## config.mk

```make
export PLATFORM = sky130hd
export DESIGN_NAME = muldiv_unit
export DESIGN_NICKNAME = d
export VERILOG_FILES = /design/src/rtl/muldiv_unit_pkg.sv /design/src/rtl/muldiv_step.sv /design/src/rtl/muldiv_unit.sv
export SDC_FILE = /design/constraint.sdc
export NUM_CORES = 1
export LEC_CHECK = 0
export ABC_AREA = 0
export CORE_AREA = 4 4 168 170
export CTS_CLUSTER_SIZE = 40
export DETAILED_ROUTE_END_ITERATION = 16
export DIE_AREA = 0 0 172 174
export PLACE_DENSITY_LB_ADDON = 0.12
export SLEW_MARGIN = 20
export SYNTH_ARGS = -nofsm -noshare
export SYNTH_HDL_FRONTEND = slang
export SYNTH_HIERARCHICAL = 1
export SYNTH_SLANG_ARGS = --single-unit
export TNS_END_PERCENT = 50
```

## constraint.sdc

```tcl
create_clock -name clk -period 9.6 [get_ports clk]
set_input_delay 2.4 -clock clk [delete_from_list [all_inputs] [get_ports clk]]
set_output_delay 2.4 -clock clk [all_outputs]
set_load 0.02 [all_outputs]
```

## src/rtl/muldiv_unit_pkg.sv

```systemverilog
// muldiv_unit_pkg
//   Shared definitions for the RV32M multiply/divide unit:
//   - funct3 codes for the eight M-extension operations
//   - funct7 value that marks an OP-class instruction as M-extension
//   - FSM state type
//   - helpers that say which operands an operation treats as signed
package muldiv_unit_pkg;

  localparam logic [2:0] MD_MUL    = 3'd0;
  localparam logic [2:0] MD_MULH   = 3'd1;
  localparam logic [2:0] MD_MULHSU = 3'd2;
  localparam logic [2:0] MD_MULHU  = 3'd3;
  localparam logic [2:0] MD_DIV    = 3'd4;
  localparam logic [2:0] MD_DIVU   = 3'd5;
  localparam logic [2:0] MD_REM    = 3'd6;
  localparam logic [2:0] MD_REMU   = 3'd7;

  localparam logic [6:0] MD_OPCODE_FUNCT7 = 7'b0000001;

  typedef enum logic [1:0] {
    MD_IDLE = 2'd0,
    MD_CALC = 2'd1,
    MD_FIN  = 2'd2
  } md_state_e;

  // rs1 is signed for every signed multiply flavour and for DIV/REM
  function automatic logic op_a_signed(input logic [2:0] f);
    return (f == MD_MUL) || (f == MD_MULH) || (f == MD_MULHSU) ||
           (f == MD_DIV) || (f == MD_REM);
  endfunction

  // rs2 is signed only when both operands are signed
  function automatic logic op_b_signed(input logic [2:0] f);
    return (f == MD_MUL) || (f == MD_MULH) || (f == MD_DIV) || (f == MD_REM);
  endfunction

endpackage

```

## src/rtl/muldiv_step.sv

```systemverilog
// muldiv_step
//   One combinational iteration over the {acc, q} register pair.
//   Multiply (is_div=0): shift-add. If q[0] is set, m is added into acc;
//     the whole {carry, acc, q} is then shifted right by one.
//   Divide (is_div=1): restoring. {acc, q} shifts left by one, m is
//     subtracted from the upper part when it fits, and the quotient bit
//     enters at q[0].
// Ports:
//   is_div            selects divide step vs multiply step
//   acc, q            current partial product / partial remainder + quotient
//   m                 multiplicand magnitude or divisor magnitude
//   acc_next, q_next  register values after this iteration
module muldiv_step #(
  parameter int XLEN = 32
) (
  input  logic            is_div,
  input  logic [XLEN-1:0] acc,
  input  logic [XLEN-1:0] q,
  input  logic [XLEN-1:0] m,
  output logic [XLEN-1:0] acc_next,
  output logic [XLEN-1:0] q_next
);

  logic [XLEN:0]   sum;
  logic [XLEN:0]   shifted;
  logic [XLEN-1:0] diff;

  // The remainder is always below m, so after a successful subtract
  // the difference fits in XLEN bits and the borrow bit can be dropped.
  always_comb begin
    sum      = {1'b0, acc} + {1'b0, m};
    shifted  = {acc, q[XLEN-1]};
    diff     = shifted[XLEN-1:0] - m;
    acc_next = acc;
    q_next   = q;
    if (is_div) begin
      if (shifted >= {1'b0, m}) begin
        acc_next = diff;
        q_next   = {q[XLEN-2:0], 1'b1};
      end else begin
        acc_next = shifted[XLEN-1:0];
        q_next   = {q[XLEN-2:0], 1'b0};
      end
    end else if (q[0]) begin
      acc_next = sum[XLEN:1];
      q_next   = {sum[0], q[XLEN-1:1]};
    end else begin
      acc_next = {1'b0, acc[XLEN-1:1]};
      q_next   = {acc[0], q[XLEN-1:1]};
    end
  end

endmodule

```

## src/rtl/muldiv_unit.sv

```systemverilog
// muldiv_unit
//   Iterative RV32M multiply/divide unit sitting beside the ALU in EX.
//   Operands are reduced to magnitudes on accept, XLEN iterations of
//   muldiv_step run in CALC, and the sign fix-up is folded into the last
//   iteration so result and done appear together in FIN.
//   Divide-by-zero and signed overflow skip CALC entirely.
// Ports:
//   clk, rst     clock, synchronous active-high reset
//   start        valid M-extension instruction in EX (looked at in IDLE only)
//   funct3       RV32M operation select
//   a, b         forwarded rs1 / rs2
//   flush        EX flush; abandons the operation
//   stall        combinational pipeline hold for the hazard unit
//   busy         registered, high in CALC and FIN
//   done         registered one-cycle pulse, result valid
//   result       registered result, held until the next finished operation
module muldiv_unit
  import muldiv_unit_pkg::*;
#(
  parameter int XLEN = 32
) (
  input  logic            clk,
  input  logic            rst,
  input  logic            start,
  input  logic [2:0]      funct3,
  input  logic [XLEN-1:0] a,
  input  logic [XLEN-1:0] b,
  input  logic            flush,
  output logic            stall,
  output logic            busy,
  output logic            done,
  output logic [XLEN-1:0] result
);

  localparam int CW = $clog2(XLEN);

  md_state_e       state, state_next;
  logic [CW-1:0]   count;
  logic [XLEN-1:0] acc, q, m;
  logic [2:0]      op;
  logic            neg_q, neg_r;
  logic            accept, last;

  logic            a_neg, b_neg;
  logic [XLEN-1:0] a_mag, b_mag;
  logic            b_zero, overflow, special;
  logic [XLEN-1:0] special_res;

  logic [XLEN-1:0]   acc_nx, q_nx;
  logic [2*XLEN-1:0] prod, prod_fix;
  logic [XLEN-1:0]   quo, rem, mul_res, div_res, calc_res;

  assign a_neg = op_a_signed(funct3) & a[XLEN-1];
  assign b_neg = op_b_signed(funct3) & b[XLEN-1];
  assign a_mag = a_neg ? -a : a;
  assign b_mag = b_neg ? -b : b;

  assign b_zero   = (b == '0);
  assign overflow = ((funct3 == MD_DIV) || (funct3 == MD_REM)) &&
                    (a == {1'b1, {(XLEN-1){1'b0}}}) && (b == '1);
  assign special  = funct3[2] & (b_zero | overflow);

  // funct3[1] separates the remainder ops from the quotient ops
  assign special_res = b_zero ? (funct3[1] ? a : '1)
                              : (funct3[1] ? '0 : a);

  muldiv_step #(.XLEN(XLEN)) u_step (
    .is_div  (op[2]),
    .acc     (acc),
    .q       (q),
    .m       (m),
    .acc_next(acc_nx),
    .q_next  (q_nx)
  );

  assign prod     = {acc_nx, q_nx};
  assign prod_fix = neg_q ? -prod : prod;
  assign mul_res  = (op == MD_MUL) ? prod_fix[XLEN-1:0] : prod_fix[2*XLEN-1:XLEN];
  assign quo      = neg_q ? -q_nx : q_nx;
  assign rem      = neg_r ? -acc_nx : acc_nx;
  assign div_res  = op[1] ? rem : quo;
  assign calc_res = op[2] ? div_res : mul_res;

  // State register
  always_ff @(posedge clk) begin
    if (rst) state <= MD_IDLE;
    else     state <= state_next;
  end

  // Next state and pipeline stall. A flush in IDLE wins over start;
  // a flush in CALC abandons the iteration before anything is written.
  always_comb begin
    state_next = state;
    stall      = 1'b0;
    accept     = 1'b0;
    last       = 1'b0;
    case (state)
      MD_IDLE: begin
        if (start && !flush) begin
          stall      = 1'b1;
          accept     = 1'b1;
          state_next = special ? MD_FIN : MD_CALC;
        end
      end
      MD_CALC: begin
        stall = 1'b1;
        if (flush) begin
          state_next = MD_IDLE;
        end else if (count == CW'(XLEN-1)) begin
          last       = 1'b1;
          state_next = MD_FIN;
        end
      end
      MD_FIN:  state_next = MD_IDLE;
      default: state_next = MD_IDLE;
    endcase
  end

  // Datapath: operand capture on accept, one iteration per CALC cycle.
  // The final, sign-corrected value is registered on the edge into FIN
  // so result and done are valid during the FIN cycle.
  always_ff @(posedge clk) begin
    if (rst) begin
      count  <= '0;
      acc    <= '0;
      q      <= '0;
      m      <= '0;
      op     <= '0;
      neg_q  <= 1'b0;
      neg_r  <= 1'b0;
      busy   <= 1'b0;
      done   <= 1'b0;
      result <= '0;
    end else begin
      done <= 1'b0;
      busy <= (state_next != MD_IDLE);
      if (accept) begin
        op    <= funct3;
        neg_q <= a_neg ^ b_neg;
        neg_r <= a_neg;
        acc   <= '0;
        q     <= a_mag;
        m     <= b_mag;
        count <= '0;
        if (special) begin
          result <= special_res;
          done   <= 1'b1;
        end
      end else if (state == MD_CALC && !flush) begin
        acc   <= acc_nx;
        q     <= q_nx;
        count <= count + 1'b1;
        if (last) begin
          result <= calc_res;
          done   <= 1'b1;
        end
      end
    end
  end

endmodule
```

==> summary.txt, run 1 <==
reg-to-reg endpoint -> result[28]$_SDFFE_PP0P_
first-pass GRT wire length -> 93100 um
arrival time at the worst endpoint -> 7.06 ns
Crit. End Element -> flip-flop
Reg2Reg Depth -> 21
Max-cap violations -> 0
input/output buffers -> 105
syn_nets -> 2298
RePlAce Congestion -> 1.05
pin count of the biggest net entering global routing -> 69
clk sinks -> 142
Post-CTS Resized -> 0
total track usage -> 39.6%
CP Max Fanout -> 56
EDFF count, synth -> 0
starting density of the core -> 57.6%
worst setup margin -> 2.89 ns
pwr dens -> 121 nW/um2
R2R Setup Slk -> 2.89 ns
Critical Path Start Type -> flip-flop
final hold viol count -> 0
Slew headroom -> 28.8%
FMAX -> 149 MHz
Setup TNS -> 0 ns
clock-pin slew on the worst setup and hold paths -> 0.07 ns
Hold-fix buffers, CTS -> 0
Via Count -> 17400
skew final -> 0.0112 ns
gr ovfl total -> 0
FILL cells -> 2501
Die Height -> 174 um
synth unique cells -> 97
Pins Over Slew Limit -> 0
Critical Path RT -> 9.95 ns
dpl ws -> 3.29 ns
Root Driver -> clkbuf_16
RSZ-0062 raised after global routing -> no
Worst IR Drop VDD -> 0.000117 V
postcts setup bufs -> 0
sequential share of the synthesized area -> 18.5%
Ys Warns -> 6
drt drc -> 0
iteration count of the initial detailed-routing pass -> 6
initial drt markers -> 2578
Post-Syn Area -> 15400 um2
Hold Path Stages -> 2
Async S/R FF share, synth -> 0%
FP Rows -> 60
vias in the first global route -> 15900
Crit Path Category -> flip-flop to flip-flop
CTS Buf Count -> 17
# nets final -> 2309
LEAKAGE -> 6.19 nW
vias per cell -> 6.91
Syn-to-layout area delta -> 11.5%
ratio of cells with drive above 1 in the final layout -> 7.48%
top-level port count -> 106
final setup fails -> 0
DR WL/cell -> 24.5 um
beginning of the worst register-to-register path -> m[13]$_SDFFE_PP0P_
Die X -> 172 um
Final ANT Viol Nets -> 0
core box area -> 26700 um2
Final Cycle Share -> 69.9%
CTS H-tree depth -> 4
CTS max path bufs -> 2
post-synthesis register bit count -> 142
final worst path period need -> 6.71 ns
dominant synthesized flop cell -> dfxtp_1
dpl hpwl -> 46300 um
Synth Instances -> 2154
Routed WL -> 61600 um
Hold Path Class -> flip-flop to flip-flop
initial antenna violation count -> 4
synthesized area per cell -> 7.14 um2
CTS tree -> yes
Die Area -> 29900 um2
CP Launch Point -> m[13]$_SDFFE_PP0P_
Worst-Skew Late Latency -> 0.44 ns
hold_sp -> count[4]$_SDFFE_PP0P_
status -> complete, no violations
Worst Setup EP -> result[28]$_SDFFE_PP0P_
actual slew at the worst max-slew pin -> 1.06 ns
==> worst max-delay path, stage by stage, from the launching register on <==
cell and delay, ns:
dfxtp_1 0.36, inv_1 0.06, ha_1 0.43, nand4_2 0.18, nor3_2 0.21, o211ai_1 0.15, a31oi_2 0.32, nor3_2 0.12
o41ai_4 0.21, buf_4 0.60, nand2_1 0.15, o211ai_1 0.13, o21ai_0 0.29, inv_1 0.25, ha_1 0.23, nor3b_1 0.56
nand4_1 0.69, nor4_2 0.71, a21oi_1 0.14, a2111oi_0 0.43, a21oi_1 0.15, nor4_1 0.25
==> sequential cells by signal, indices dropped and copies added, names as in the netlist, 2 cells and up <==
signal / cells
q: 32
acc: 32
count: 5
m: 32
state: 2
result: 32
op: 3
==> how the worst min path moves through the flow <==
stage	endpoint	slack, ns
finish	count[4]$_SDFFE_PP0P_	0.46
global route	count[4]$_SDFFE_PP0P_	0.49
CTS	result[2]$_SDFFE_PP0P_	0.46
detailed placement	result[2]$_SDFFE_PP0P_	0.45
global placement	count[4]$_SDFFE_PP0P_	0.45
floorplan	count[4]$_SDFFE_PP0P_	0.44
==> cells in the mapped netlist (36+ instances only) <==
cell	instances	area share [%]
a211oi_1	64	3.1
a21oi_1	191	6.2
a311oi_1	48	2.7
clkbuf_1	118	2.9
dfxtp_1	142	18
ha_1	71	5.8
inv_1	68	1.7
nand2_1	279	6.8
nand3_1	36	1.2
nor2_1	198	4.8
nor3_1	51	1.7
o21ai_0	118	3.8
o31ai_1	42	2.0
xnor2_1	91	5.2
xor2_1	69	3.9
==> stage by stage <==
step	area [um2]	hold slack (ns)	instances	utilization, %	power (mW)
2_1_floorplan	15400	0.441	2154	-	1.12
3_3_place_gp	16600	0.447	2487	62.0	1.36
3_5_place_dp	16600	0.449	2487	62.0	1.36
4_1_cts	17100	0.462	2519	64.2	2.03
5_1_grt	17100	0.486	2519	64.2	2.13
6_report	17200	0.462	2521	64.2	2.07
==> power by group <==
group	switching [mW]	internal, mW
sequential	0.0246	0.611
clock	0.317	0.355
combinational	0.508	0.251
total	0.850	1.22
==> cells in the final DEF, fill, tap and decap left out, types with 23 or more instances in the layout <==
cell type and instances:
nand2_1 278, nor2_1 198, a21oi_1 191, dfxtp_1 139
o21ai_0 117, clkdlybuf4s50_1 104, xnor2_1 91, ha_1 71
xor2_1 69, inv_1 68, a211oi_1 64, nor3_1 51
a311oi_1 48, buf_4 44, o31ai_1 42, nand3_1 36
nand4_1 34, a21o_1 33, mux2i_1 32, nor4_1 31
mux2_2 31, maj3_1 27, o211ai_1 26, o41ai_1 24
or3_1 23
==> metal layers <==
| metal | part of all wire, % | vias up | GRT usage (%) | routed length [um] |
|---|---|---|---|---|
| met3 | 15 | 135 | 18.2 | 9180 |
| li1 | - | 7988 | - | - |
| met4 | 3.2 | 2 | 11.8 | 1970 |
| met5 | 0.0097 | - | 0 | 6 |
| met1 | 42 | 8159 | 55.5 | 25900 |
| met2 | 40 | 1131 | 54.1 | 24600 |
==> cell families after synthesis <==
group | Yosys count | synth area share, %
xor+xnor | 160 | 9.11
compound gates | 674 | 29.4
flops | 142 | 18.5
simple gates | 789 | 24.9
buf+inv | 226 | 5.99
mux | 63 | 4.35
fa+ha+maj | 100 | 7.79
==> final cells by class <==
cell class,instances,area (um2),share of cell area [%]
Inverter,70,263,1.53
Multi-Input combinational cell,1786,11700,68.0
Timing Repair Buffer,148,1370,7.99
Clock inverter,13,121,0.708
Antenna cell,2,5.00,0.0292
Sequential cell,142,2850,16.6
Clock buffer,19,453,2.64
Tap cell,341,427,2.49
Note: power is estimated with default switching activity, not from simulation.
==> run 2, diff against run 1 <==
Settings changed: CORE_AREA 4 4 168 170 to 4 4 171 173, DIE_AREA 0 0 172 174 to 0 0 175 177.
Clock period 9.6 ns to 5.4 ns, I/O delays scaled along.
==> summary.txt, run 2 (synthesis gave the netlist of run 1 again) <==
core box area -> 27600 um2 (was 26700 um2)
Sequential Power Share -> 29.3% (was 30.8%)
Top delay family on crit path -> compound AO/OA/AOI/OAI gates (was simple AND/OR/NAND/NOR gates)
P_int -> 2.33 mW (was 1.22 mW)
gr ovfl total -> 0 (unchanged)
initial antenna violation count -> 4 (unchanged)
ratio of cells with drive above 1 in the final layout -> 11.3% (was 7.48%)
DR WL/cell -> 24.3 um (was 24.5 um)
first-pass GRT wire length -> 96800 um (was 93100 um)
Routed WL -> 63900 um (was 61600 um)
Die Area -> 31000 um2 (was 29900 um2)
diode count -> 0 (was 2)
switching share of power -> 39.8% (was 41.1%)
LEAKAGE -> 6.62 nW (was 6.19 nW)
vias in the first global route -> 16300 (was 15900)
Worst-Skew Late Latency -> 0.45 ns (was 0.44 ns)
# nets final -> 2384 (was 2309)
Hold-fix buffers, CTS -> 0 (unchanged)
final setup fails -> 0 (unchanged)
FMAX -> 190 MHz (was 149 MHz)
dpl hpwl -> 48400 um (was 46300 um)
CTS max path bufs -> 2 (unchanged)
final hold viol count -> 0 (unchanged)
Slew headroom -> 27.8% (was 28.8%)
Die X -> 175 um (was 172 um)
Worst Hold End -> result[7]$_SDFFE_PP0P_ (was count[4]$_SDFFE_PP0P_)
Critical Path RT -> 5.76 ns (was 9.95 ns)
clk sinks -> 142 (unchanged)
status -> complete, no violations (unchanged)
pin count of the biggest net entering global routing -> 102 (was 69)
CTS H-tree depth -> 4 (unchanged)
RePlAce Congestion -> 1.10 (was 1.05)
reg-to-reg endpoint -> result[29]$_SDFFE_PP0P_ (was result[28]$_SDFFE_PP0P_)
CTS tree -> yes (unchanged)
final hold slack -> 0.464 ns (was 0.462 ns)
largest stage delay on the critical path -> 0.46 ns (was 0.71 ns)
iteration count of the initial detailed-routing pass -> 6 (unchanged)
FP Rows -> 61 (was 60)
clock-pin slew on the worst setup and hold paths -> 0.07 ns (about the same)
Final Cycle Share -> 97.4% (was 69.9%)
Net Switching -> 1.54 mW (was 0.850 mW)
Hold Path Stages -> 2 (unchanged)
Reg2Reg Depth -> 20 (was 21)
Critical Path Start Type -> flip-flop (unchanged)
skew final -> 0.0158 ns (was 0.0112 ns)
Final ANT Viol Nets -> 0 (unchanged)
top-level port count -> 106 (unchanged)
starting density of the core -> 55.7% (was 57.6%)
Max-cap violations -> 0 (unchanged)
Crit Path Category -> flip-flop to flip-flop (unchanged)
Syn-to-layout area delta -> 16.7% (was 11.5%)
hold_sp -> result[7]$_SDFFE_PP0P_ (was count[4]$_SDFFE_PP0P_)
Area after DPL -> 17200 um2 (was 16600 um2)
Clk network pwr share -> 33.2% (was 32.5%)
drt drc -> 0 (unchanged)
total power draw -> 3.87 mW (was 2.07 mW)
vias per cell -> 6.76 (was 6.91)
most frequent cells in the layout -> nand2_1 (278), nor2_1 (195), a21oi_1 (190), dfxtp_1 (139), o21ai_0 (116) (was nand2_1 (278), nor2_1 (198), a21oi_1 (191), dfxtp_1 (139), o21ai_0 (117))
Crit. End Element -> flip-flop (unchanged)
arrival time at the worst endpoint -> 5.62 ns (was 7.06 ns)
Worst IR Drop VDD -> 0.000222 V (was 0.000117 V)
Die Height -> 177 um (was 174 um)
Pins Over Slew Limit -> 0 (unchanged)
pwr dens -> 216 nW/um2 (was 121 nW/um2)
beginning of the worst register-to-register path -> m[0]$_SDFFE_PP0P_ (was m[13]$_SDFFE_PP0P_)
Root Driver -> clkbuf_16 (unchanged)
CP Max Fanout -> 4 (was 56)
CP max stage cell -> or3_4 (was nor4_2)
buffers and inverters on the worst path -> 2 (was 3)
crit path cell chain -> ha_1 > fa_1 > a21oi_2 > o211ai_1 > o211a_1 > a21o_1 > a31oi_1 > buf_4 > o21a_1 > xnor2_1 > mux2i_1 > a21oi_1 > or3_1 > or3_4 > nor3_1 > a21oi_1 > o41ai_2 > a221oi_1 > buf_4 > o31ai_1 (was inv_1 > ha_1 > nand4_2 > nor3_2 > o211ai_1 > a31oi_2 > nor3_2 > o41ai_4 > buf_4 > nand2_1 > o211ai_1 > o21ai_0 > inv_1 > ha_1 > nor3b_1 > nand4_1 > nor4_2 > a21oi_1 > a2111oi_0 > a21oi_1 > nor4_1)
Via Count -> 17800 (was 17400)
Hold Path Class -> flip-flop to flip-flop (unchanged)
combinational share of power -> 37.4% (was 36.7%)
CP Launch Point -> m[0]$_SDFFE_PP0P_ (was m[13]$_SDFFE_PP0P_)
R2R Setup Slk -> 0.14 ns (was 2.89 ns)
final worst path period need -> 5.26 ns (was 6.71 ns)
commonest non-fill, non-tap cell in the layout -> nand2_1 (unchanged)
Design Area, Final -> 18000 um2 (was 17200 um2)
CTS Buf Count -> 17 (unchanged)
initial drt markers -> 2674 (was 2578)
actual slew at the worst max-slew pin -> 1.08 ns (was 1.06 ns)
input/output buffers -> 105 (unchanged)
total track usage -> 39.9% (was 39.6%)
FILL cells -> 2578 (was 2501)
## run 2: layer usage
layer	global-route usage, %	share of wire, %
met2	56.1	40
met3	13.3	14
met1	57.1	43
met5	0	0.033
met4	13.4	3.4
## run 2: worst max-delay path by stage
stage	end	slack, ns	cells after the start
floorplan	result[24]$_SDFFE_PP0P_	0.72	23
CTS	result[29]$_SDFFE_PP0P_	0.09	19
global route	result[20]$_SDFFE_PP0P_	-0.03	21
finish	result[29]$_SDFFE_PP0P_	0.14	20
global placement	result[29]$_SDFFE_PP0P_	0.1	19
detailed placement	result[29]$_SDFFE_PP0P_	0.14	19
## run 2: final cells by class
class	count	area, um2	share of cell area [%]
Inverter	70	263	1.46
Clock buffer	18	439	2.45
Multi-Input combinational cell	1786	11800	65.5
Sequential cell	142	2850	15.9
Clock inverter	14	166	0.927
Tap cell	378	473	2.63
Timing Repair Buffer	223	2000	11.1
## run 2: repair_timing
item	in CTS	in global routing
setup endpoints to repair	0	19
setup buffers	0	2
resized for setup	0	24
## run 2: tightest hold or removal path: cells and delay by family, from the launching register on
family | cells | cell delay (ns)
flip-flops | 1 | 0.32
AND/OR/NAND/NOR | 1 | 0.05
AO/OA/AOI/OAI | 1 | 0.05
## run 2: power groups by stage
stage	sequential, mW	clock [mW]	combinational [mW]
3_5_place_dp	1.16	0	1.36
5_1_grt	1.14	1.34	1.52
6_report	1.14	1.29	1.45
2_1_floorplan	1.13	0	0.854
4_1_cts	1.13	1.29	1.37
3_3_place_gp	1.15	0	1.35
## run 2: through the flow
stage,worst slack (ns),TNS [ns],utilization [%],cells
after detailed placement,0.135,0,62.3,2597
after CTS,0.0856,0,64.5,2629
after floorplan,0.723,0,-,2154
final,0.140,0,65.0,2631
after global placement,0.0961,0,62.3,2597
after global routing,-0.0314,-0.0630,65.0,2631
